File: config.mk
export PLATFORM = sky130hd
export DESIGN_NAME = ifu_fetch
export DESIGN_NICKNAME = d
export VERILOG_FILES = /design/src/rtl/ifu_fetch.sv
export SDC_FILE = /design/constraint.sdc
export NUM_CORES = 1
export LEC_CHECK = 0
export ABC_AREA = 1
export BUFFER_PORTS_ARGS = -buffer_cell sky130_fd_sc_hd__buf_2
export CAP_MARGIN = 20
export CORE_MARGIN = 5
export CORE_UTILIZATION = 50
export CTS_CLUSTER_SIZE = 40
export DETAILED_ROUTE_END_ITERATION = 6
export MAX_ROUTING_LAYER = met4
export PLACE_DENSITY_LB_ADDON = 0.2
export SLEW_MARGIN = 20
export SYNTH_ARGS = -nofsm -noshare
export SYNTH_HDL_FRONTEND = slang
export SYNTH_SLANG_ARGS = --single-unit
File: constraint.sdc
create_clock -name clk -period 2.3 [get_ports clk]
set_clock_uncertainty 0.05 [all_clocks]
set_input_delay 0.115 -clock clk [delete_from_list [all_inputs] [get_ports clk]]
set_output_delay 0.115 -clock clk [all_outputs]
set_load 0.1 [all_outputs]
File: src/rtl/ifu_fetch.sv
// Instruction fetch unit: owns the PC, issues one imem request at a time and hands {inst, inst_pc} to decode.
// Optional performance counters are enabled with `define IFU_FETCH_PERF_EN.
module ifu_fetch #(
  parameter int unsigned        INST_W   = 32,
  parameter logic [INST_W-1:0]  RESET_PC = 32'h80000000
) (
  input  logic              clk,
  input  logic              rst,
  output logic              imem_req_valid,
  input  logic              imem_req_ready,
  output logic [INST_W-1:0] imem_req_addr,
  input  logic              imem_rsp_valid,
  input  logic [INST_W-1:0] imem_rsp_data,
  input  logic              imem_rsp_err,
  output logic              inst_valid,
  input  logic              inst_ready,
  output logic [INST_W-1:0] inst,
  output logic [INST_W-1:0] inst_pc,
  output logic              inst_fault,
`ifdef IFU_FETCH_PERF_EN
  output logic [31:0]       perf_fetch_cnt,
  output logic [31:0]       perf_stall_cnt,
`endif
  input  logic              redirect_valid,
  input  logic [INST_W-1:0] redirect_pc
);

  typedef enum logic [1:0] {
    IDLE = 2'd0,
    REQ  = 2'd1,
    WAIT = 2'd2,
    HOLD = 2'd3
  } state_t;

  state_t            state;
  logic [INST_W-1:0] pc;
  logic              kill;
  logic [INST_W-1:0] pc_next_c;
  logic              pc_next_aligned_c;

  // Redirect beats the sequential increment, which only happens on a HOLD consume.
  always_comb begin
    pc_next_c = pc;
    if (redirect_valid) begin
      pc_next_c = redirect_pc;
    end else if (state == HOLD && inst_ready) begin
      pc_next_c = pc + INST_W'(4);
    end
    pc_next_aligned_c = (pc_next_c[1:0] == 2'b00);
  end

  assign imem_req_addr = pc;

  // imem_req_valid is registered from the PC that REQ will present, so a misaligned PC never issues.
  always_ff @(posedge clk) begin
    if (rst) begin
      state          <= IDLE;
      pc             <= RESET_PC;
      kill           <= 1'b0;
      imem_req_valid <= 1'b0;
      inst_valid     <= 1'b0;
      inst           <= '0;
      inst_pc        <= '0;
      inst_fault     <= 1'b0;
    end else begin
      pc             <= pc_next_c;
      imem_req_valid <= 1'b0;
      case (state)
        IDLE: begin
          state          <= REQ;
          imem_req_valid <= pc_next_aligned_c;
        end
        REQ: begin
          if (imem_req_valid && imem_req_ready) begin
            state <= WAIT;
            kill  <= redirect_valid;
          end else if (redirect_valid) begin
            imem_req_valid <= pc_next_aligned_c;
          end else if (pc[1:0] != 2'b00) begin
            state      <= HOLD;
            inst       <= '0;
            inst_pc    <= pc;
            inst_fault <= 1'b1;
            inst_valid <= 1'b1;
          end else begin
            imem_req_valid <= 1'b1;
          end
        end
        WAIT: begin
          if (imem_rsp_valid) begin
            kill <= 1'b0;
            if (kill || redirect_valid) begin
              state          <= REQ;
              imem_req_valid <= pc_next_aligned_c;
            end else begin
              state      <= HOLD;
              inst       <= imem_rsp_err ? '0 : imem_rsp_data;
              inst_pc    <= pc;
              inst_fault <= imem_rsp_err;
              inst_valid <= 1'b1;
            end
          end else if (redirect_valid) begin
            kill <= 1'b1;
          end
        end
        HOLD: begin
          if (redirect_valid || inst_ready) begin
            state          <= REQ;
            inst_valid     <= 1'b0;
            imem_req_valid <= pc_next_aligned_c;
          end
        end
        default: state <= IDLE;
      endcase
    end
  end

`ifdef IFU_FETCH_PERF_EN
  // Retired-to-decode handshakes and cycles spent waiting on instruction memory.
  always_ff @(posedge clk) begin
    if (rst) begin
      perf_fetch_cnt <= '0;
      perf_stall_cnt <= '0;
    end else begin
      if (inst_valid && inst_ready) begin
        perf_fetch_cnt <= perf_fetch_cnt + 32'd1;
      end
      if (state == WAIT || (state == REQ && imem_req_valid && !imem_req_ready)) begin
        perf_stall_cnt <= perf_stall_cnt + 32'd1;
      end
    end
  end
`endif

endmodule

==> results.md, run 1 <==
- Post-CTS resize count: 0
- Via count: ~5500
- Setup CP Type: reg2reg
- Final setup vio count: 0
- GRT Overall Usage: 27.29%
- Diodes inserted: 0
- Netlist cell types: 40
- Drt pass-1 iters: 5
- Synth Flop Type: dfxtp_1
- TritonCTS clock tree: built
- Die Wd: 109.5 um
- Max Fclk: around 500 MHz
- Dpl cells: 1004
- Rel. slew slack: 59.85%
- Largest net degree at the start of global routing: 98
- Most frequent cells in the layout: nand2_1, buf_2, dfxtp_1
- Hold Crit Class: in2reg
- Min Tclk post-route: between 2 and 2.5 ns
- Die Footprint: 11980 um^2
- Outcome: finished clean
- Worst endpoint required time: around 2.6 ns
- Clock Tree Buf Depth: 2
- Post-synthesis sequential area ratio: between 40 and 50%
- Post-Syn Instances: 725
- Setup tns final: 0 ns
- Net Count, Synth: approximately 800
- Sink Count: about 100
- Synthesis-stage register bit count: ~100
- Top Ports: 170
- Crit-path cells: inv_1, ha_1, inv_2, nor2_2, a21oi_2, nand3_4, nor2_4, buf_4, nand2_1, a21oi_1
- DIE HEIGHT: about 110 um
- H-Tree Depth: 3
- WL final: between 15000 and 20000 um
- Peak VDD IR: 557.2 uV
- Slowest Stage Delay on Critical Path: around 0.38 ns
- Starting Density: around half
- Final slew viol count: 0
- Vias/cell: a little over 5
- Final-report hold violation count: 0
- Setup crit end kind: register
- Avg Cell Area, Syn: ~7 um^2
- Floorplan core area: 9729 um^2
- Final Wtd Congestion: approximately 0.95
- Fin cells: approximately 1100
- Final Cycle Share: between 80% and 90%
- Startpoint types: register
- I/O Buffers: roughly 170
- CTS Buf Count: 9
- Routed Antenna Nets: 0
- Worst slew pin tran: 0.6023 ns
- CP max-delay cell: dfxtp_1
- Clk Latency, worst-skew pair: around 0.37 ns
- Mapped Area: ~4900 um^2
- Vias in the first global route: between 5000 and 6000
- Commonest non-fill, non-tap cell in the layout: nand2_1
- Layout fillers: between 800 and 900
- Iter 0 DRT Violations: 323
- Global-route wire length before repair: about 26000 um
- DP HPWL: ~11000 um
- Worst-path clk slew: ~0.10 ns
- Number of synthesized flops with an enable pin: 0
- Post-layout nets: roughly 1000
- FP Rows: 36
- Layout cells sized above 1: 23.79%
- Multi-input logic area: ~2400 um^2
- Routed WL per cell: ~15 um
- Family with the most delay on the worst path: buffers and inverters
- Setup bufs post-CTS: 0
- Layout area overhead: 32.78%
- CP Data Arrival Time: between 2 and 2.5 ns
- Max cap viols: 0
- Reg area: ~2000 um^2
- Async set-or-reset flop fraction in the synthesized netlist: 0%
- RSZ-0062 raised after global routing: no
- # DRC: 0
- Power Dens Cells: 951.8 nW/um^2
- Leak: ~3.0 nW
- WP buf/inv: 3
- Yosys warnings: 0
- Initial antenna violation count: 0
- Max FO, Critical Path: 33
- Root Buffer: clkbuf_8
- GRT Residual Overflow: 0
==> synth_stat cells (all sizes together) (5+ instances only) <==
cell type,count,share of area (%)
a21oi,73,7.5
a22oi,13,2.0
buf,16,2.0
clkbuf,18,1.4
dfxtp,102,41
ha,5,1.3
inv,87,6.6
nand2,178,14
nand3,45,4.9
nand4,6,0.76
nor2,90,7.7
nor3,8,0.91
o211ai,6,0.91
o21ai,56,5.7
==> through the flow <==
step	instance area [um^2]	power [mW]	setup WS (ns)	utilization, %	hold WS [ns]
after floorplan	4947	4.492	0.02844	-	0.2077
after global placement	5887	4.898	0.4765	60.51	0.2981
after detailed placement	5887	4.954	0.3708	60.51	0.3117
after CTS	6569	6.267	0.3430	67.52	0.01062
after global routing	6569	6.558	0.1600	67.52	0.04654
final	6569	6.252	0.2976	67.52	0.02299
==> path summary, 6_finish.rpt <==
| kind | endpoint | slack (ns) | cells past startpoint | startpoint |
|---|---|---|---|---|
| hold reg to reg | inst_pc[24] | 0.39 | 2 | inst_pc[24] |
| setup / recovery | inst[11] | 0.30 | 10 | state[0] |
| setup reg to reg | inst[11] | 0.30 | 10 | state[0] |
| hold / removal | imem_req_addr[6] | 0.02 | 3 | redirect_pc[6] |
==> routing by layer <==
metal	GRT usage, %	share of wire [%]	vias to the layer above	wire, um
li1	-	-	2744	-
met1	32.88	43	2534	6754
met2	47.43	49	175	7664
met3	2.877	4.7	35	734
met4	9.528	2.6	0	403
met5	-	0	-	0
==> timing repair <==
| item | CTS | global route |
|---|---|---|
| setup endpoints to repair | 0 | 0 |
| hold endpoints to repair | 46 | 0 |
| hold buffers | 46 | 0 |
==> cell families (layout without fill, tap and decap cells) <==
kind of cell	count (synthesis)	after routing	synth area share [%]
buf+inv	123	331	10.14
mux	2	2	0.4047
simple gates	331	331	28.60
fa+ha+maj	5	5	1.265
compound gates	162	162	18.31
flops	102	102	41.27
==> registers in the layout (all words and copies together), names as in the netlist <==
| register | cells |
|---|---|
| imem_req_addr | 32 |
| inst_valid | 1 |
| state | 2 |
| inst_fault | 1 |
| kill | 1 |
| imem_req_valid | 1 |
| inst | 32 |
| inst_pc | 32 |
==> cell type report <==
class / instances / area share (%)
Clock inverter: 7 / 1.486
Tap cell: 133 / 2.533
Multi-Input combinational cell: 500 / 36.59
Clock buffer: 9 / 1.886
Sequential cell: 102 / 31.09
Timing Repair Buffer: 226 / 21.33
Inverter: 89 / 5.086
==> worst reg2reg max path, cell delays in order, from the launching register on <==
cell and delay [ns]:
dfxtp_1 0.38, inv_1 0.10, ha_1 0.27, inv_2 0.11, nor2_2 0.05, a21oi_2 0.17, nand3_4 0.12, nor2_4 0.08
buf_4 0.31, nand2_1 0.14, a21oi_1 0.16
==> power by group <==
part           internal, mW  total, mW  switching, mW
clock network         0.617       1.27          0.652
logic                 0.559       2.83           2.27
registers              2.00       2.16          0.158
No activity file was read; power rests on OpenSTA's default activity.
==> inputs of run 2 (changes only) <==
--- a/config.mk
+++ b/config.mk
@@ -14,6 +14,7 @@
 export DETAILED_ROUTE_END_ITERATION = 6
 export MAX_ROUTING_LAYER = met4
 export PLACE_DENSITY_LB_ADDON = 0.2
+export RECOVER_POWER = 100
 export SLEW_MARGIN = 20
 export SYNTH_ARGS = -nofsm -noshare
 export SYNTH_HDL_FRONTEND = slang
==> constraint.sdc (replaced) <==
create_clock -name clk -period 1.9 [get_ports clk]
set_clock_uncertainty 0.05 [all_clocks]
set_input_delay 0.095 -clock clk [delete_from_list [all_inputs] [get_ports clk]]
set_output_delay 0.095 -clock clk [all_outputs]
set_load 0.1 [all_outputs]
==> run 2 against run 1 <==
- first-iteration DRC count rose by 12%
- combinational power grew 29%
- register-to-register slack worse by 0.21 ns
- critical path depth unchanged
- maximum frequency up 11%
- sequential power grew 22%
==> results.md, run 2 (same netlist as run 1, synthesis figures left out) <==
- FP Rows: 36 (unchanged)
- Largest net degree at the start of global routing: 57 (-42%)
- Initial antenna violation count: 0 (unchanged)
- I/O Buffers: 169 (unchanged)
- Utilization after layout: 70.40% (+2.9 points)
- Floorplan core area: 9729 um^2 (unchanged)
- Peak VDD IR: 635.0 uV (+14%)
- Switching share of total power: 48.18% (-1.0 points)
- Switch Pwr: 3.849 mW (+25%)
- Setup CP Type: reg2reg
- CTS Buf Count: 9 (unchanged)
- Outcome: finished clean
- Layout cells sized above 1: 28.57% (+4.8 points)
- Global-route wire length before repair: 25050 um (-1.8%)
- DP HPWL: 10720 um (+1.1%)
- Final slew viol count: 0 (unchanged)
- Die Footprint: 11980 um^2 (unchanged)
- WL final: 16220 um (+4.3%)
- Starting Density: 50.85% (unchanged)
- GRT Overall Usage: 26.77% (-0.52 points)
- Worst-path clk slew: 0.10 ns (about the same)
- Routed Antenna Nets: 0 (unchanged)
- # DRC: 0 (unchanged)
- Crit-path cells: inv_2, ha_4, inv_4, nor2_2, a21oi_2, nand3_4, nor2_4, clkbuf_16, a22oi_1, nor2_1
- Hold Crit Class: in2reg
- Worst Min Path Start: redirect_pc[20]
- Layout area overhead: 38.44%
- Worst setup startpoint: state[0]
- CP Data Arrival Time: 2.07 ns (-0.18 ns)
- Slowest Stage Delay on Critical Path: 0.36 ns (-0.02 ns)
- Overall power: 7.989 mW (+28%)
- Layout fillers: 804 (-6.6%)
- GRT Residual Overflow: 0 (unchanged)
- Die Wd: 109.5 um (unchanged)
- Max Fclk: 553.2 MHz (+11%)
- Power Dens Cells: 1166 nW/um^2 (+23%)
- Combinational power share: 45.8% (+0.6 points)
- Post-route setup slack: 0.09220 ns (-0.2054 ns)
- Vias in the first global route: 5403 (-0.42%)
- R2r startpoint: state[0]
- Max FO, Critical Path: 8 (-76%)
- Routed WL per cell: 15.05 um (+3.1%)
- Clk Latency, worst-skew pair: 0.37 ns (about the same)
- Worst endpoint required time: 2.16 ns (-0.39 ns)
- Most frequent cells in the layout: nand2_1, buf_2, inv_1
- Internal Power: 4.140 mW (+30%)
- Rel. slew slack: 57.87% (-2.0 points)
- Top Ports: 170 (unchanged)
- Post-layout nets: 1016 (+1.2%)
- Worst slack at placement: -0.001475 ns (-0.3723 ns)
- DIE HEIGHT: 109.5 um (unchanged)
- Clock share of power: 21.1% (+0.8 points)
- H-Tree Depth: 3 (unchanged)
- Setup crit end kind: register
- Clock Tree Buf Depth: 2 (unchanged)
- Commonest non-fill, non-tap cell in the layout: nand2_1
- Worst slew pin tran: 0.6320 ns (+0.02975 ns)
- Power share of the sequential group: 33.0% (-1.5 points)
- TritonCTS clock tree: built
- Drt pass-1 iters: 7 (+2)
- Leak: 3.009 nW (+2.0%)
- Min Tclk post-route: 1.808 ns (-0.1946 ns)
- Setup tns final: 0 ns (unchanged)
- Via count: 5588 (+1.8%)
- Max cap viols: 0 (unchanged)
- Final Cycle Share: 95.15% (+8.1 points)
- CP max-delay cell: dfxtp_2
- Sink Count: 102 (unchanged)
- Vias/cell: 5.184 (+0.69%)
- Final-report hold violation count: 0 (unchanged)
- Final setup vio count: 0 (unchanged)
- Final Wtd Congestion: 0.9166 (-4.0%)
- Root Buffer: clkbuf_8
- Diodes inserted: 0 (unchanged)
- Iter 0 DRT Violations: 363 (+12%)
- Startpoint types: register
## run 2: final timing paths
kind                                          end  slack (ns)  cells past startpoint
worst max-delay path                      inst[8]        0.09                     10
worst min-delay path            imem_req_addr[20]        0.01                      5
worst max register to register            inst[8]        0.09                     10
worst min register to register         inst_pc[7]        0.40                      2
## run 2: critical path, delay by kind of cell (launching register included)
| family | cells | cell delay (ns) |
|---|---|---|
| compound gates | 2 | 0.24 |
| fa+ha+maj | 1 | 0.18 |
| buf+inv | 3 | 0.33 |
| flops | 1 | 0.36 |
| simple gates | 4 | 0.57 |
## run 2: timing repair
| item | 4_1_cts | 5_1_grt |
|---|---|---|
| setup buffers | 0 | 3 |
| pin swaps | 0 | 3 |
| gates cloned | 0 | 4 |
| endpoints found under the hold margin | 47 | 1 |
| hold buffers | 47 | 1 |
| endpoints found under the setup margin | 4 | 66 |
| gates resized for setup | 1 | 11 |
## run 2: per-layer routing
metal	up-vias	share of wire [%]	global-route usage, %
met1	2541	40	31.15
met3	24	7.5	4.874
met4	0	1.4	7.302
met2	255	51	47.34
met5	-	0	-
li1	2768	-	-
## run 2: area by class of cell
| class | count | area, um^2 | share of cell area [%] |
|---|---|---|---|
| repair buffers | 238 | 1582 | 23.09 |
| clock inverters | 7 | 120.1 | 1.754 |
| well taps | 133 | 166.4 | 2.430 |
| multi-input cells | 500 | 2437 | 35.59 |
| flip-flops and latches | 102 | 2083 | 30.42 |
| inverters | 89 | 336.6 | 4.914 |
| clock buffers | 9 | 123.9 | 1.809 |
## run 2: power by group through the flow
stage | registers [mW] | clock network [mW] | logic [mW]
2_1_floorplan | 4.42 | 0 | 1.03
3_3_place_gp | 2.65 | 0 | 3.30
3_5_place_dp | 2.67 | 0 | 3.38
4_1_cts | 2.62 | 1.70 | 3.47
5_1_grt | 2.67 | 1.79 | 3.88
6_report | 2.64 | 1.69 | 3.66
## run 2: per-stage QoR
step	area, um^2	std cells	hold WS (ns)
2_1_floorplan	4986	725	0.1877
3_3_place_gp	5973	1007	0.2783
3_5_place_dp	5973	1007	0.2908
4_1_cts	6691	1070	0.002280
5_1_grt	6849	1078	0.02384
6_report	6849	1078	0.01205
==> inputs of run 3 (changes only) <==
--- a/config.mk
+++ b/config.mk
@@ -15,6 +15,7 @@
 export MAX_ROUTING_LAYER = met4
 export PLACE_DENSITY_LB_ADDON = 0.2
 export RECOVER_POWER = 100
+export SETUP_SLACK_MARGIN = 0.4
 export SLEW_MARGIN = 20
 export SYNTH_ARGS = -nofsm -noshare
 export SYNTH_HDL_FRONTEND = slang
==> run 3 against run 2 <==
- combinational power up 3%
- routed wire length is 7.8% higher
- flip-flop and latch count unchanged
- critical path depth up 1
- total power fell by 3.3%
- sequential power about the same
- worst setup slack got worse by 0.0017 ns
- sequential share of layout area is 0.62 points lower
- hold slack improved by 0.0055 ns
- non-clock buffer count is 11 higher
- die area unchanged
- cell count increased by 1.3%
==> results.md, run 3 (same netlist as run 1, synthesis figures left out) <==
- Largest net degree at the start of global routing: 57 (unchanged)
- Drt pass-1 iters: 5 (-2)
- H-Tree Depth: 3 (unchanged)
- Power Dens Cells: 1065 nW/um^2 (-8.7%)
- Setup crit end kind: register
- RSZ-0062 raised after global routing: yes
- Routed Antenna Nets: 0 (unchanged)
- Final-report hold violation count: 0 (unchanged)
- Global-route wire length before repair: 26590 um (+6.1%)
- R2r setup slk: 0.09 ns (about the same)
- DP HPWL: 11160 um (+4.1%)
- Initial antenna violation count: 1 (+1)
- Layout cells sized above 1: 32.88% (+4.3 points)
- GRT Residual Overflow: 0 (unchanged)
- Starting Density: 50.85% (unchanged)
- Final slew viol count: 0 (unchanged)
- Multi-input logic area: 2654 um^2 (+8.9%)
- Via count: 5788 (+3.6%)
- Floorplan core area: 9729 um^2 (unchanged)
- GRT Overall Usage: 28.61% (+1.8 points)
- Commonest non-fill, non-tap cell in the layout: nand2_1
- Worst Min Path Start: redirect_pc[24]
- FF-to-FF End: inst[20]
- TritonCTS clock tree: built
- WL final: 17490 um (+7.8%)
- Vias in the first global route: 5661 (+4.8%)
- R2r startpoint: state[0]
- CTS Buf Count: 9 (unchanged)
- Min Tclk post-route: 1.810 ns (+0.001736 ns)
- Rel. slew slack: 57.59% (-0.28 points)
- Final instance area: 7251 um^2 (+5.9%)
- Hold Crit Class: in2reg
- Outcome: finished clean
- Setup CP Type: reg2reg
- Layout fillers: 758 (-5.7%)
- Die Wd: 109.5 um (unchanged)
- Worst-path clk slew: 0.11 ns (about the same)
- FP Rows: 36 (unchanged)
- Overall power: 7.726 mW (-3.3%)
- Placed cell area: 6158 um^2 (+3.1%)
- Sink Count: 102 (unchanged)
- Top Ports: 170 (unchanged)
- Leak: 3.120 nW (+3.7%)
- Reg area: 2161 um^2 (+3.7%)
- Final Cycle Share: 95.24% (about the same)
- Fin cells: 1092 (+1.3%)
- Startpoint types: register
- Peak VDD IR: 670.8 uV (+5.7%)
- Iter 0 DRT Violations: 311 (-14%)
- Worst endpoint required time: 2.17 ns (about the same)
- Most frequent cells in the layout: nand2_1, clkbuf_2, inv_1
- Depth of the worst register-to-register path: 11 (+1)
- Final setup vio count: 0 (unchanged)
- Clock Tree Buf Depth: 2 (unchanged)
- Layout area overhead: 46.56%
- Dpl cells: 1005 (-0.20%)
- Clk Latency, worst-skew pair: 0.38 ns (about the same)
- DIE HEIGHT: 109.5 um (unchanged)
- Root Buffer: clkbuf_8
- Die Footprint: 11980 um^2 (unchanged)
- Routed WL per cell: 16.01 um (+6.4%)
- Max Fclk: 552.6 MHz (about the same)
- CP Data Arrival Time: 2.08 ns (about the same)
- Hold path depth: 5 (unchanged)
- # DRC: 0 (unchanged)
- Worst slew pin tran: 0.6362 ns (+0.004146 ns)
- Max cap viols: 0 (unchanged)
- Post-layout nets: 1029 (+1.3%)
- Max FO, Critical Path: 5 (-3)
- I/O Buffers: 169 (unchanged)
- Final Wtd Congestion: 0.9337 (+1.9%)
- Setup tns final: 0 ns (unchanged)
- Hold Path Sink: imem_req_addr[24]
- Vias/cell: 5.300 (+2.3%)
## run 3: cell count changes in the layout (fill, tap and decap cells not counted), sizes merged, moves of 3 or more
cell and delta:
clkinv +3, inv +3, buf -21, bufinv -3, clkbuf +31
## run 3: per-layer routing
metal	GRT usage, %	routed length [um]	up-vias
met1	32.06	6782	2701
met2	50.65	9096	230
met4	10.86	447	0
met5	-	0	-
li1	-	-	2815
met3	5.050	1158	42
## run 3: through the flow
step	setup WS (ns)	hold slack, ns	utilization (%)
after floorplan	0.3075	0.1877	-
final	0.09047	0.01753	74.52
after CTS	0.1806	0.001577	71.59
after global placement	0.2774	0.2762	63.30
after detailed placement	0.1638	0.2927	63.30
after global routing	0.02931	0.01491	74.52
## run 3: report_power, final
group	switching (mW)	internal, mW
Sequential	0.225	2.42
Combinational	2.91	0.849
Clock	0.821	0.494
## run 3: critical path, stage by stage, from the launching register on
cell and delay [ns]:
dfxtp_4 0.40, inv_4 0.05, ha_4 0.18, inv_4 0.07, nor2_4 0.04, a21oi_4 0.15, nand3_4 0.13, nor2_4 0.15
buf_12 0.14, buf_12 0.13, nand2_1 0.09, a21oi_2 0.15
## run 3: cell type report
type,instances,area share (%)
Antenna cell,1,0.03451
Inverter,89,4.918
Clock buffer,9,1.708
Tap cell,133,2.295
Timing Repair inverter,2,0.2416
Timing Repair Buffer,249,23.64
Sequential cell,102,29.80
Multi-Input combinational cell,500,36.60
Clock inverter,7,0.7593
## run 3: what timing repair did
item,4_1_cts,5_1_grt
endpoints found under the setup margin,92,98
hold buffers,48,1
hold endpoints to repair,49,1
gates cloned,2,5
pin swaps,5,30
gates resized for setup,27,57
buffers inserted,5,9
## run 3: worst max path at each step
| stage | start | endpoint | slack [ns] | cells past startpoint |
|---|---|---|---|---|
| finish | state[0] | inst[20] | 0.09 | 11 |
| global route | state[0] | inst[20] | 0.03 | 11 |
| CTS | state[0] | inst[24] | 0.18 | 10 |
| detailed placement | state[1] | inst_pc[13] | 0.16 | 8 |
| global placement | state[0] | inst_pc[18] | 0.28 | 9 |
| floorplan | imem_req_addr[3] | imem_req_addr[20] | 0.31 | 9 |
